**src/rtl/alu_ctrl_mc.sv**
```systemverilog
// alu_ctrl_mc: registered ALU control decode with a MULT/DIV busy/done sequencer.
// Define ALU_CTRL_PERF_EN to add stall-cycle and illegal-capture counters.
module alu_ctrl_mc #(
  parameter int CTRL_W  = 4,
  parameter int MUL_LAT = 4,
  parameter int DIV_LAT = 32,
  parameter int CNT_W   = 6
) (
  input  logic              clk_i,
  input  logic              rst_i,
  input  logic              valid_i,
  input  logic [5:0]        funct_i,
  input  logic [1:0]        ALUOp_i,
  input  logic              stall_i,
  input  logic              flush_i,
  output logic [CTRL_W-1:0] ALUCtrl_o,
  output logic              valid_o,
  output logic              illegal_o,
  output logic              mc_start_o,
  output logic              mc_busy_o,
  output logic              mc_done_o,
`ifdef ALU_CTRL_PERF_EN
  output logic [31:0]       perf_stall_o,
  output logic [15:0]       perf_illegal_o,
`endif
  output logic              stall_req_o
);
  localparam logic [1:0] S_IDLE = 2'd0;
  localparam logic [1:0] S_RUN  = 2'd1;
  localparam logic [1:0] S_DONE = 2'd2;
  logic [1:0]        r_state;
  logic [CNT_W-1:0]  r_cnt;
  logic [CTRL_W-1:0] r_ctrl;
  logic              r_valid, r_illegal, r_start;
  logic [3:0]        w_op;
  logic              w_illegal, w_mc, w_div, w_hold, w_cap, w_start;
  logic [CTRL_W-1:0] w_ctrl;
  always_comb begin
    w_op      = 4'b0010;
    w_illegal = 1'b0;
    case (ALUOp_i)
      2'b00: w_op = 4'b0010;
      2'b01: w_op = 4'b0110;
      2'b11: w_op = 4'b0001;
      default:
        case (funct_i)
          6'b100000: w_op = 4'b0010;
          6'b100010: w_op = 4'b0110;
          6'b100100: w_op = 4'b0000;
          6'b100101: w_op = 4'b0001;
          6'b100111: w_op = 4'b1100;
          6'b101010: w_op = 4'b0111;
          6'b011000: w_op = 4'b1000;
          6'b011010: w_op = 4'b1001;
          default: begin
            w_op      = 4'b1111;
            w_illegal = 1'b1;
          end
        endcase
    endcase
  end
  assign w_ctrl  = w_illegal ? '1 : CTRL_W'(w_op);
  assign w_div   = (ALUOp_i == 2'b10) && (funct_i == 6'b011010);
  assign w_mc    = w_div || ((ALUOp_i == 2'b10) && (funct_i == 6'b011000));
  // A running multi-cycle op freezes the output register just like an external stall.
  assign w_hold  = stall_i || (r_state == S_RUN);
  assign w_cap   = !flush_i && !w_hold;
  assign w_start = w_cap && valid_i && w_mc;
  always_ff @(posedge clk_i) begin
    if (rst_i) begin
      r_ctrl    <= '0;
      r_valid   <= 1'b0;
      r_illegal <= 1'b0;
      r_start   <= 1'b0;
      r_state   <= S_IDLE;
      r_cnt     <= '0;
    end else begin
      if (flush_i) begin
        r_ctrl    <= '0;
        r_valid   <= 1'b0;
        r_illegal <= 1'b0;
      end else if (!w_hold) begin
        r_ctrl    <= w_ctrl;
        r_valid   <= valid_i;
        r_illegal <= valid_i && w_illegal;
      end
      r_start <= w_start;
      if (w_start) begin
        r_state <= S_RUN;
        r_cnt   <= w_div ? CNT_W'(DIV_LAT - 1) : CNT_W'(MUL_LAT - 1);
      end else if (r_state == S_RUN) begin
        r_cnt   <= (r_cnt != '0) ? r_cnt - 1'b1 : r_cnt;
        r_state <= (r_cnt != '0) ? S_RUN : S_DONE;
      end else begin
        r_state <= S_IDLE;
      end
    end
  end
`ifdef ALU_CTRL_PERF_EN
  logic [31:0] r_perf_stall;
  logic [15:0] r_perf_illegal;
  always_ff @(posedge clk_i) begin
    if (rst_i) begin
      r_perf_stall   <= '0;
      r_perf_illegal <= '0;
    end else begin
      if (mc_busy_o && r_perf_stall != '1) r_perf_stall <= r_perf_stall + 1'b1;
      if (w_cap && valid_i && w_illegal && r_perf_illegal != '1) r_perf_illegal <= r_perf_illegal + 1'b1;
    end
  end
  assign perf_stall_o   = r_perf_stall;
  assign perf_illegal_o = r_perf_illegal;
`endif
  assign ALUCtrl_o   = r_ctrl;
  assign valid_o     = r_valid;
  assign illegal_o   = r_illegal;
  assign mc_start_o  = r_start;
  assign mc_busy_o   = (r_state == S_RUN);
  assign mc_done_o   = (r_state == S_DONE);
  assign stall_req_o = mc_busy_o;
endmodule

```
**config.mk**
```make
export PLATFORM = sky130hd
export DESIGN_NAME = alu_ctrl_mc
export DESIGN_NICKNAME = d
export VERILOG_FILES = /design/src/rtl/alu_ctrl_mc.sv
export SDC_FILE = /design/constraint.sdc
export NUM_CORES = 1
export LEC_CHECK = 0
export ABC_AREA = 1
export CORE_ASPECT_RATIO = 1.2
export CORE_MARGIN = 8
export CORE_UTILIZATION = 40
export DETAILED_ROUTE_END_ITERATION = 7
export PLACE_DENSITY = 0.79
export SLEW_MARGIN = 20
export SYNTH_ARGS = -nofsm -noshare
export SYNTH_HDL_FRONTEND = slang
export SYNTH_SLANG_ARGS = --single-unit
```
**constraint.sdc**
```tcl
create_clock -name clk_i -period 1.7 [get_ports clk_i]
set_clock_uncertainty 0.2 [all_clocks]
set_input_delay 0.34 -clock clk_i [delete_from_list [all_inputs] [get_ports clk_i]]
set_output_delay 0.34 -clock clk_i [all_outputs]
set_load 0.02 [all_outputs]
```
# ---- Yosys cells after proc, flatten, opt, wreduce, memory -nomap -nowiden
# Cells that the tools add are included.
dict set report totals {
  ff_bits 15
  output_inout_bits 10
  elab_cells 53
}
dict set report op_classes {
  add_sub_neg 1
  eq_ne 13
  muxes 12
  bitwise_logic 1
  reduce_logical 19
}
# op count
set ops {}
lappend ops {{$eq 6x6->1 const B} 6}
lappend ops {{$pmux 4 s8} 1}
lappend ops {{$mux 6} 3}
lappend ops {{$eq 6x5->1 const B} 2}
lappend ops {{$pmux 4 s3} 1}
lappend ops {{$reduce_or 8->1} 1}
lappend ops {{$eq 2x2->1 const B} 3}
lappend ops {{$logic_and 1x1->1} 6}
lappend ops {{$reduce_bool 6->1} 1}
lappend ops {{$reduce_or 3->1} 2}
lappend ops {{$sub 6x1->6 const B} 1}
lappend ops {{$mux 5} 1}
lappend ops {{$eq 2x1->1 const B} 2}
lappend ops {{$mux 1} 4}
lappend ops {{$mux 4} 1}
lappend ops {{$reduce_bool 2->1} 2}
lappend ops {{$logic_not 1->1} 2}
lappend ops {{$logic_not 2->1} 1}
lappend ops {{$logic_or 1x1->1} 2}
lappend ops {{$mux 2} 1}
lappend ops {{$reduce_and 2->1} 1}
lappend ops {{$reduce_or 2->1} 1}
lappend ops {{$not 1->1} 1}

# ---- Logic depth before layout (Yosys ltp)
# Gate-level depths: netlist (run 1).
dict set report logic_depth {
  depth_word 8
  ltp_mapped 9
  mapped_depth_nobuf 9
}

# ---- Worst setup path before layout (run 1)
# No wires, ideal clock.
dict set report synth_path {
  path_type {flip-flop to flip-flop}
  start {register r_cnt[0]}
  end {register r_cnt[2]}
  setup_time_ns 0.119
  arrival_ns 1.210
  path_slack_ns 0.171
  stages_incl_launch_ff 8
  n_path_buf 0
  cell_sequence {dfxtp_1 -> inv_1 -> ha_1 -> nand4_1 -> nand2_1 -> nand2_1 -> o21ai_0 -> nor2_2}
}
dict set report synth_via {
  elab_chain_len 4
  word_cells_on_any_way 7
  cone_classes {add/sub: 1; mux: 3; reduce/logical: 3}
}
# item line
set synth_lines {}
lappend synth_lines {{start: declaration} 32} ;# logic [CNT_W-1:0] r_cnt;
lappend synth_lines {{start signal: assignment} 90} ;# r_cnt <= w_div ? CNT_W'(DIV_LAT - 1) : CNT_W'(MUL_LAT - 1);
lappend synth_lines {{start signal: assignment} 92} ;# r_cnt <= (r_cnt != '0) ? r_cnt - 1'b1 : r_cnt;
lappend synth_lines {{$sub 6x1->6} 92}
lappend synth_lines {{$mux 6} 92}
lappend synth_lines {{$mux 6} 91} ;# end else if (r_state == S_RUN) begin
lappend synth_lines {{$mux 6} 88} ;# if (w_start) begin
# Several ways; a longest one is shown, not always the timed one. The select of a mux whose other input is x is not followed.
# A chain may end at the register's enable or synchronous reset.

# ---- Final worst setup path (run 1)
dict set report layout_path {
  start {input funct_i[5]}
  end {register r_cnt[4]}
}
dict set report layout_via {
  elab_chain_len 6
  word_cells_on_any_way 11
  cone_classes {eq/ne: 2; mux: 2; reduce/logical: 7}
}
# item line
set layout_lines {}
lappend layout_lines {{start: declaration} 12} ;# input logic [5:0] funct_i,
lappend layout_lines {{$eq 6x5->1, on equally long branches} {63, 64}}
lappend layout_lines {{$logic_and 1x1->1, on equally long branches} {63, 64}}
lappend layout_lines {{$logic_or 1x1->1} 64} ;# assign w_mc = w_div || ((ALUOp_i == 2'b10) && (funct_i == 6'b011000));
lappend layout_lines {{$logic_and 1x1->1} 68} ;# assign w_start = w_cap && valid_i && w_mc;
lappend layout_lines {{$reduce_bool 2->1 (no source line)} n/a}
lappend layout_lines {{$reduce_and 2->1 (no source line)} n/a}
# Several ways; a longest one is shown, not always the timed one.

==> summary.md, run 1 <==
| Metric | Value |
|---|---|
| Setup crit start | `funct_i[5]` |
| Worst setup EP type | `register` |
| Sequential fraction of the synthesis area | `31.0%` |
| WL/cell | `10.9 um` |
| Cts bufs inserted | `3` |
| Die ar. | `4250 sq um` |
| WP data required | `1730 ps` |
| Max-slew violations | `0` |
| Highest clock rate | `609 MHz` |
| Worst Path Buf+Inv | `3` |
| Final worst slack | `57.9 ps` |
| Rel. slew slack | `84.2%` |
| DRT iter0 DRCs | `21` |
| Reg2Reg Launch Point | `r_cnt[0]$_SDFFE_PP0P_` |
| Power Dens Cells | `504 nW/um^2` |
| Post-route DRC | `0` |
| Reg-to-reg slack, setup | `140 ps` |
| Critical Path Sink | `r_cnt[4]$_SDFFE_PP0P_` |
| Worst EP arrival | `1680 ps` |
| Crit start category | `primary input` |
| Core Util, Final | `61.6%` |
| Final hold violation count | `0` |
| Number of synthesized flops with an enable pin | `0` |
| Vias | `1054` |
| Setup-failing EPs final | `0` |
| Initial antenna violation count | `0` |
| Minimum clock period | `1640 ps` |
| Leakage | `0.744 nW` |
| Synthesized area | `967 sq um` |
| Pre-CTS setup slack | `-289 ps` |
| Multi-input logic area | `577 sq um` |
| Dpl cell area | `1370 sq um` |
| Worst-path clk slew | `100 ps` |
| Post-DP HPWL | `2010 um` |
| Delay-heaviest family, CP | `simple AND/OR/NAND/NOR gates` |
| Clock root cell | `clkbuf_4` |
| GRT Overall Usage | `12.2%` |
| Reg2Reg Depth | `9` |
| CP cell instances | `clkdlybuf4s50_1 > inv_1 > nand3_2 > nor2_8 > nand3_4 > or2_4 > nand2_1 > inv_1 > nor2_2` |
| PortBufs | `22` |
| Maximum vdd drop | `0.000511 V` |
| Status | `complete, no violations` |
| Worst Setup Path Type | `primary input to register` |
| Reg area | `300 sq um` |
| Top_reg_cell synth | `dfxtp_1` |
| CTS Sinks | `15` |
| Mean post-synth cell area | `6.49 sq um` |
| Share of the synthesized area in the top cell type | `31.0%` |
| Post-Syn Nets | `164` |
| Drt via density | `4.71` |
| Area Overhead vs Synth | `45.3%` |
| Antenna Cells | `0` |
| Antenna Nets Post-Route | `0` |
| Crit path depth | `9` |
| Largest net degree at the start of global routing | `10` |
| CTS tree | `built` |
| I/O Pins | `23` |
| Share of post-route cells with drive strength above 1 | `25.9%` |
| Synth area leaders | `dfxtp_1 (31%), nand2_1 (11%), inv_1 (8.5%)` |
| YS warnings | `0` |
| Post-CTS setup buffers | `0` |
| First-pass DRT Iterations | `4` |
| Htree depth | `1` |
| Routability cong. | `0.829` |
| Clock Path Buffers | `2` |
| Core Box Area | `2280 sq um` |
| Hold-fix buffers, CTS | `0` |
| Number of global-route vias before repair | `1033` |
| Syn Inst Count | `149` |
| Total Nets Final | `209` |
| Height of the chip | `69.9 um` |
| RSZ-0062 raised after global routing | `false` |
| Design area | `1410 sq um` |
| Fillers | `238` |
| Rows | `19` |
| Critical Path Fanout Max | `5` |
| Tcrit/Tclk final | `96.6%` |
| Routed wire length | `2440 um` |
| Synth Register Bits | `15` |
| Synth cell count leaders | `nand2_1 (29), inv_1 (22), nor2_1 (20)` |
| GRT Residual Overflow | `0` |
| Most frequent CP cell | `inv_1` |
| First-pass GRT wire length | `4170 um` |
| Asr flop ratio synth | `0%` |
| Max-cap violations | `0` |
| Worst-margin pin slew | `234 ps` |
| Slowest-stage cell, CP | `clkdlybuf4s50_1` |
| Post-synth cell types | `23` |
| Top cell type by total area after synthesis | `dfxtp_1` |
| Worst reg2reg path endpoint | `r_cnt[4]$_SDFFE_PP0P_` |
| Die W | `60.9 um` |
| Hold Crit Class | `register to register` |
| Most frequent cell after synthesis | `nand2_1` |
| Largest stage delay on the critical path | `430 ps` |
| Power Total | `708 uW` |
| Initial core utilization | `42.4%` |
| Clock latency on the worst-skew pair | `290 ps` |
[how the worst min path moves through the flow]
stage	startpoint	endpoint	depth (start not counted)
finish	illegal_o$_SDFFE_PP0N_	illegal_o$_SDFFE_PP0N_	2
detailed placement	illegal_o$_SDFFE_PP0N_	illegal_o$_SDFFE_PP0N_	2
global route	valid_o$_SDFFE_PP0N_	valid_o$_SDFFE_PP0N_	2
CTS	illegal_o$_SDFFE_PP0N_	illegal_o$_SDFFE_PP0N_	2
floorplan	r_cnt[0]$_SDFFE_PP0P_	r_cnt[0]$_SDFFE_PP0P_	2
global placement	valid_o$_SDFFE_PP0N_	valid_o$_SDFFE_PP0N_	2
[stage by stage]
| step | TNS, ps | instances | hold slack, ps |
|---|---|---|---|
| after floorplan | 0 | 149 | 255 |
| after global placement | -2100 | 220 | 254 |
| after detailed placement | -2650 | 220 | 257 |
| after CTS | 0 | 224 | 267 |
| after global routing | 0 | 224 | 295 |
| final | 0 | 224 | 265 |
[area by class of cell]
| class | instances | share of cell area (%) |
|---|---|---|
| multi-input combinational | 105 | 41.1 |
| clock buffer | 3 | 1.60 |
| timing repair buffer | 42 | 25.6 |
| inverter | 27 | 7.21 |
| sequential | 15 | 21.4 |
| tap | 31 | 2.76 |
| clock inverter | 1 | 0.356 |
[logic make-up after synthesis]
kind of cell | share of synthesized area [%]
AND/OR/NAND/NOR | 41.8
XOR/XNOR | 1.81
flip-flops | 31.0
buffers and inverters | 11.6
AO/OA/AOI/OAI | 11.1
adder cells (fa/ha/maj) | 2.59
[flip-flops by register name, summed over array words and instances (netlist names)]
| name | flops |
|---|---|
| mc_start_o | 1 |
| valid_o | 1 |
| r_state | 2 |
| ALUCtrl_o | 4 |
| illegal_o | 1 |
| r_cnt | 6 |
[metal layers]
| layer | share of wire, % | up-vias | global-route usage [%] |
|---|---|---|---|
| li1 | - | 555 | - |
| met1 | 43 | 475 | 13.4 |
| met2 | 52 | 22 | 21.1 |
| met3 | 5.1 | 2 | 5.13 |
| met4 | 0.16 | 0 | 2.08 |
| met5 | 0 | - | 0 |
[worst reg2reg max path, delay by kind of cell, from the launching register on]
kind	cells	cell delay (ps)
buf+inv	3	270
compound gates	1	150
flops	1	320
simple gates	3	200
fa+ha+maj	1	190
xor+xnor	1	130
[what timing repair did]
action / CTS / global route
setup endpoints to repair: 10 / 10
resized for setup: 10 / 16
pin swaps: 0 / 1
[placed cells by master, fill, tap and decap left out, drive strengths merged, types with 4 or more instances in the layout]
| cell | Yosys | layout |
|---|---|---|
| dlymetal6s2s | 0 | 4 |
| nand2 | 31 | 31 |
| a21oi | 10 | 10 |
| inv | 27 | 27 |
| clkbuf | 1 | 5 |
| buf | 1 | 20 |
| nor2 | 28 | 28 |
| nand3 | 17 | 17 |
| dlygate4sd2 | 0 | 8 |
| clkdlybuf4s50 | 0 | 8 |
| dfxtp | 15 | 15 |
| o21ai | 9 | 9 |
[report_power, final]
group / internal (mW) / switching (mW)
Sequential: 0.356 / 0.00226
Clock: 0.0874 / 0.122
Combinational: 0.0675 / 0.0732
Total: 0.511 / 0.197
(Power assumes the default switching activity.)
==> run 2, diff against run 1 <==
Settings changed: CORE_UTILIZATION 40 to 48, PLACE_DENSITY 0.79 to 0.9.
==> run 2 against run 1 <==
Compared with the run above:
- sequential power about the same
- critical path depth did not move
- routed wire length rose by 12%
- register-to-register slack worse by 60 ps
- sequential cell count stayed put
- die area decreased by 13%
- critical endpoint unchanged
- largest cell class unchanged
- highest routed layer unchanged
==> summary.md, run 2 (synthesis results as in run 1) <==
| Metric | Value |
|---|---|
| Rel. slew slack | `78.8% (-5.5 points)` |
| Most frequent cells in the layout | `nand2_1 (28), inv_1 (21), buf_4 (18), nor2_1 (17), dfxtp_1 (15)` |
| Largest net degree at the start of global routing | `10 (unchanged)` |
| Power Dens Cells | `517 nW/um^2 (+2.7%)` |
| Vias | `1131 (+7.3%)` |
| Post-DP HPWL | `2200 um (+9.4%)` |
| Hold-fix buffers, CTS | `0 (unchanged)` |
| Fin Hold WS | `267 ps (+2.09 ps)` |
| Worst-path clk slew | `90 ps (about the same)` |
| Height of the chip | `65.2 um (-6.7%)` |
| Status | `complete, no violations` |
| Rows | `18 (-1)` |
| Worst EP arrival | `1670 ps (about the same)` |
| CTS tree | `built` |
| Worst-margin pin slew | `317 ps (+83.4 ps)` |
| Multi-input logic area | `574 sq um (-0.43%)` |
| Top reg by flops | `r_cnt` |
| Antenna Nets Post-Route | `0 (unchanged)` |
| Placed cells | `207 (-5.9%)` |
| Routed wire length | `2730 um (+12%)` |
| Critical Path Fanout Max | `5 (unchanged)` |
| WL/cell | `12.9 um (+19%)` |
| DRT iter0 DRCs | `12 (-43%)` |
| Initial core utilization | `48.8% (+6.4 points)` |
| Final hold violation count | `0 (unchanged)` |
| First-pass GRT wire length | `4450 um (+6.8%)` |
| CTS Sinks | `15 (unchanged)` |
| WP data required | `1740 ps (about the same)` |
| Clock latency on the worst-skew pair | `290 ps (about the same)` |
| Clock Path Buffers | `2 (unchanged)` |
| Post-route DRC | `0 (unchanged)` |
| Core Util, Final | `69.4% (+7.9 points)` |
| Hold Crit Class | `register to register` |
| GRT Overall Usage | `14.4% (+2.2 points)` |
| Tcrit/Tclk final | `96.0% (-0.61 points)` |
| Cts bufs inserted | `3 (unchanged)` |
| Max-cap violations | `0 (unchanged)` |
| Core Box Area | `1980 sq um (-13%)` |
| GRT Residual Overflow | `0 (unchanged)` |
| Commonest non-fill, non-tap cell in the layout | `nand2_1` |
| Minimum clock period | `1630 ps (-10.3 ps)` |
| Total Nets Final | `207 (-0.96%)` |
| Maximum vdd drop | `0.000438 V (-14%)` |
| Max FFs per register | `6 (unchanged)` |
| Die ar. | `3710 sq um (-13%)` |
| Fillers | `181 (-24%)` |
| Max-slew violations | `0 (unchanged)` |
| Total negative setup slack | `0 ps (unchanged)` |
| Reg2Reg Depth | `7 (-2)` |
| Area Overhead vs Synth | `42.3%` |
| Hold Path Depth | `2 (unchanged)` |
| PortBufs | `22 (unchanged)` |
| Highest clock rate | `613 MHz (+0.63%)` |
| I/O Pins | `23 (unchanged)` |
| Leakage | `0.745 nW (+0.14%)` |
| Crit start category | `primary input` |
| Die W | `57.0 um (-6.4%)` |
| Htree depth | `1 (unchanged)` |
| Setup-failing EPs final | `0 (unchanged)` |
| Routability cong. | `0.831 (+0.25%)` |
| Clock root cell | `clkbuf_4` |
| Post-Layout Cell Count | `211 (-5.8%)` |
| Worst Setup Path Type | `primary input to register` |
| Worst setup EP type | `register` |
| First-pass DRT Iterations | `4 (unchanged)` |
| Drt via density | `5.36 (+14%)` |
| Antenna Cells | `0 (unchanged)` |
| Share of post-route cells with drive strength above 1 | `25.1% (-0.78 points)` |
| Reg area | `300 sq um (unchanged)` |
| Number of global-route vias before repair | `1195 (+16%)` |
| Initial antenna violation count | `0 (unchanged)` |
## run 2: worst max-delay path, stage by stage
cell and delay, ps:
clkdlybuf4s50_1 440, inv_2 100, nand3_2 110, nor2_8 140, nand3_4 100, or2_4 250
nand2_1 70, inv_1 40, nor2_2 70
## run 2: what timing repair did
item                                    in CTS  in global routing
pin swaps                                    0                  2
gates cloned                                 0                  0
endpoints found under the setup margin      10                  9
endpoints found under the hold margin        0                  0
setup buffers                                0                  0
gates resized for setup                     13                 15
## run 2: where the power goes
part | internal, mW | switching, mW | total, mW | leakage [nW]
Clock | 0.0877 | 0.124 | 0.212 | 0.0177
Combinational | 0.0659 | 0.0760 | 0.142 | 0.606
Sequential | 0.356 | 0.00216 | 0.358 | 0.121
## run 2: area by class of cell
cell class	count	share of cell area [%]
multi-input cells	105	41.7
repair buffers	40	25.3
flip-flops and latches	15	21.8
inverters	27	7.36
well taps	20	1.82
clock buffers	3	1.64
clock inverters	1	0.364
## run 2: metal layers
| layer | wire length [um] | share of wire, % | vias to the layer above | track usage, % |
|---|---|---|---|---|
| met5 | 0 | 0 | - | 0 |
| met4 | 76 | 2.8 | 0 | 8.24 |
| met1 | 960 | 35 | 534 | 12.3 |
| li1 | - | - | 552 | - |
| met3 | 144 | 5.3 | 9 | 3.28 |
| met2 | 1550 | 57 | 36 | 28.9 |
## run 2: metrics by stage
step	setup slack (ps)	power (mW)	cell area [sq um]
2_1_floorplan	171	0.429	967
6_report	68.2	0.712	1380
3_5_place_dp	-297	0.507	1340
4_1_cts	10.8	0.711	1360
3_3_place_gp	-216	0.500	1340
5_1_grt	-5.72	0.740	1380
## run 2: final timing paths
| check | from | end | slack, ps |
|---|---|---|---|
| worst min register to register | ALUCtrl_o[0]$_SDFFE_PP0N_ | ALUCtrl_o[0]$_SDFFE_PP0N_ | 270 |
| worst max-delay path | funct_i[5] | r_cnt[4]$_SDFFE_PP0P_ | 70 |
| worst min-delay path | ALUCtrl_o[0]$_SDFFE_PP0N_ | ALUCtrl_o[0]$_SDFFE_PP0N_ | 270 |
| worst max register to register | r_cnt[1]$_SDFFE_PP0P_ | r_cnt[2]$_SDFFE_PP0P_ | 80 |
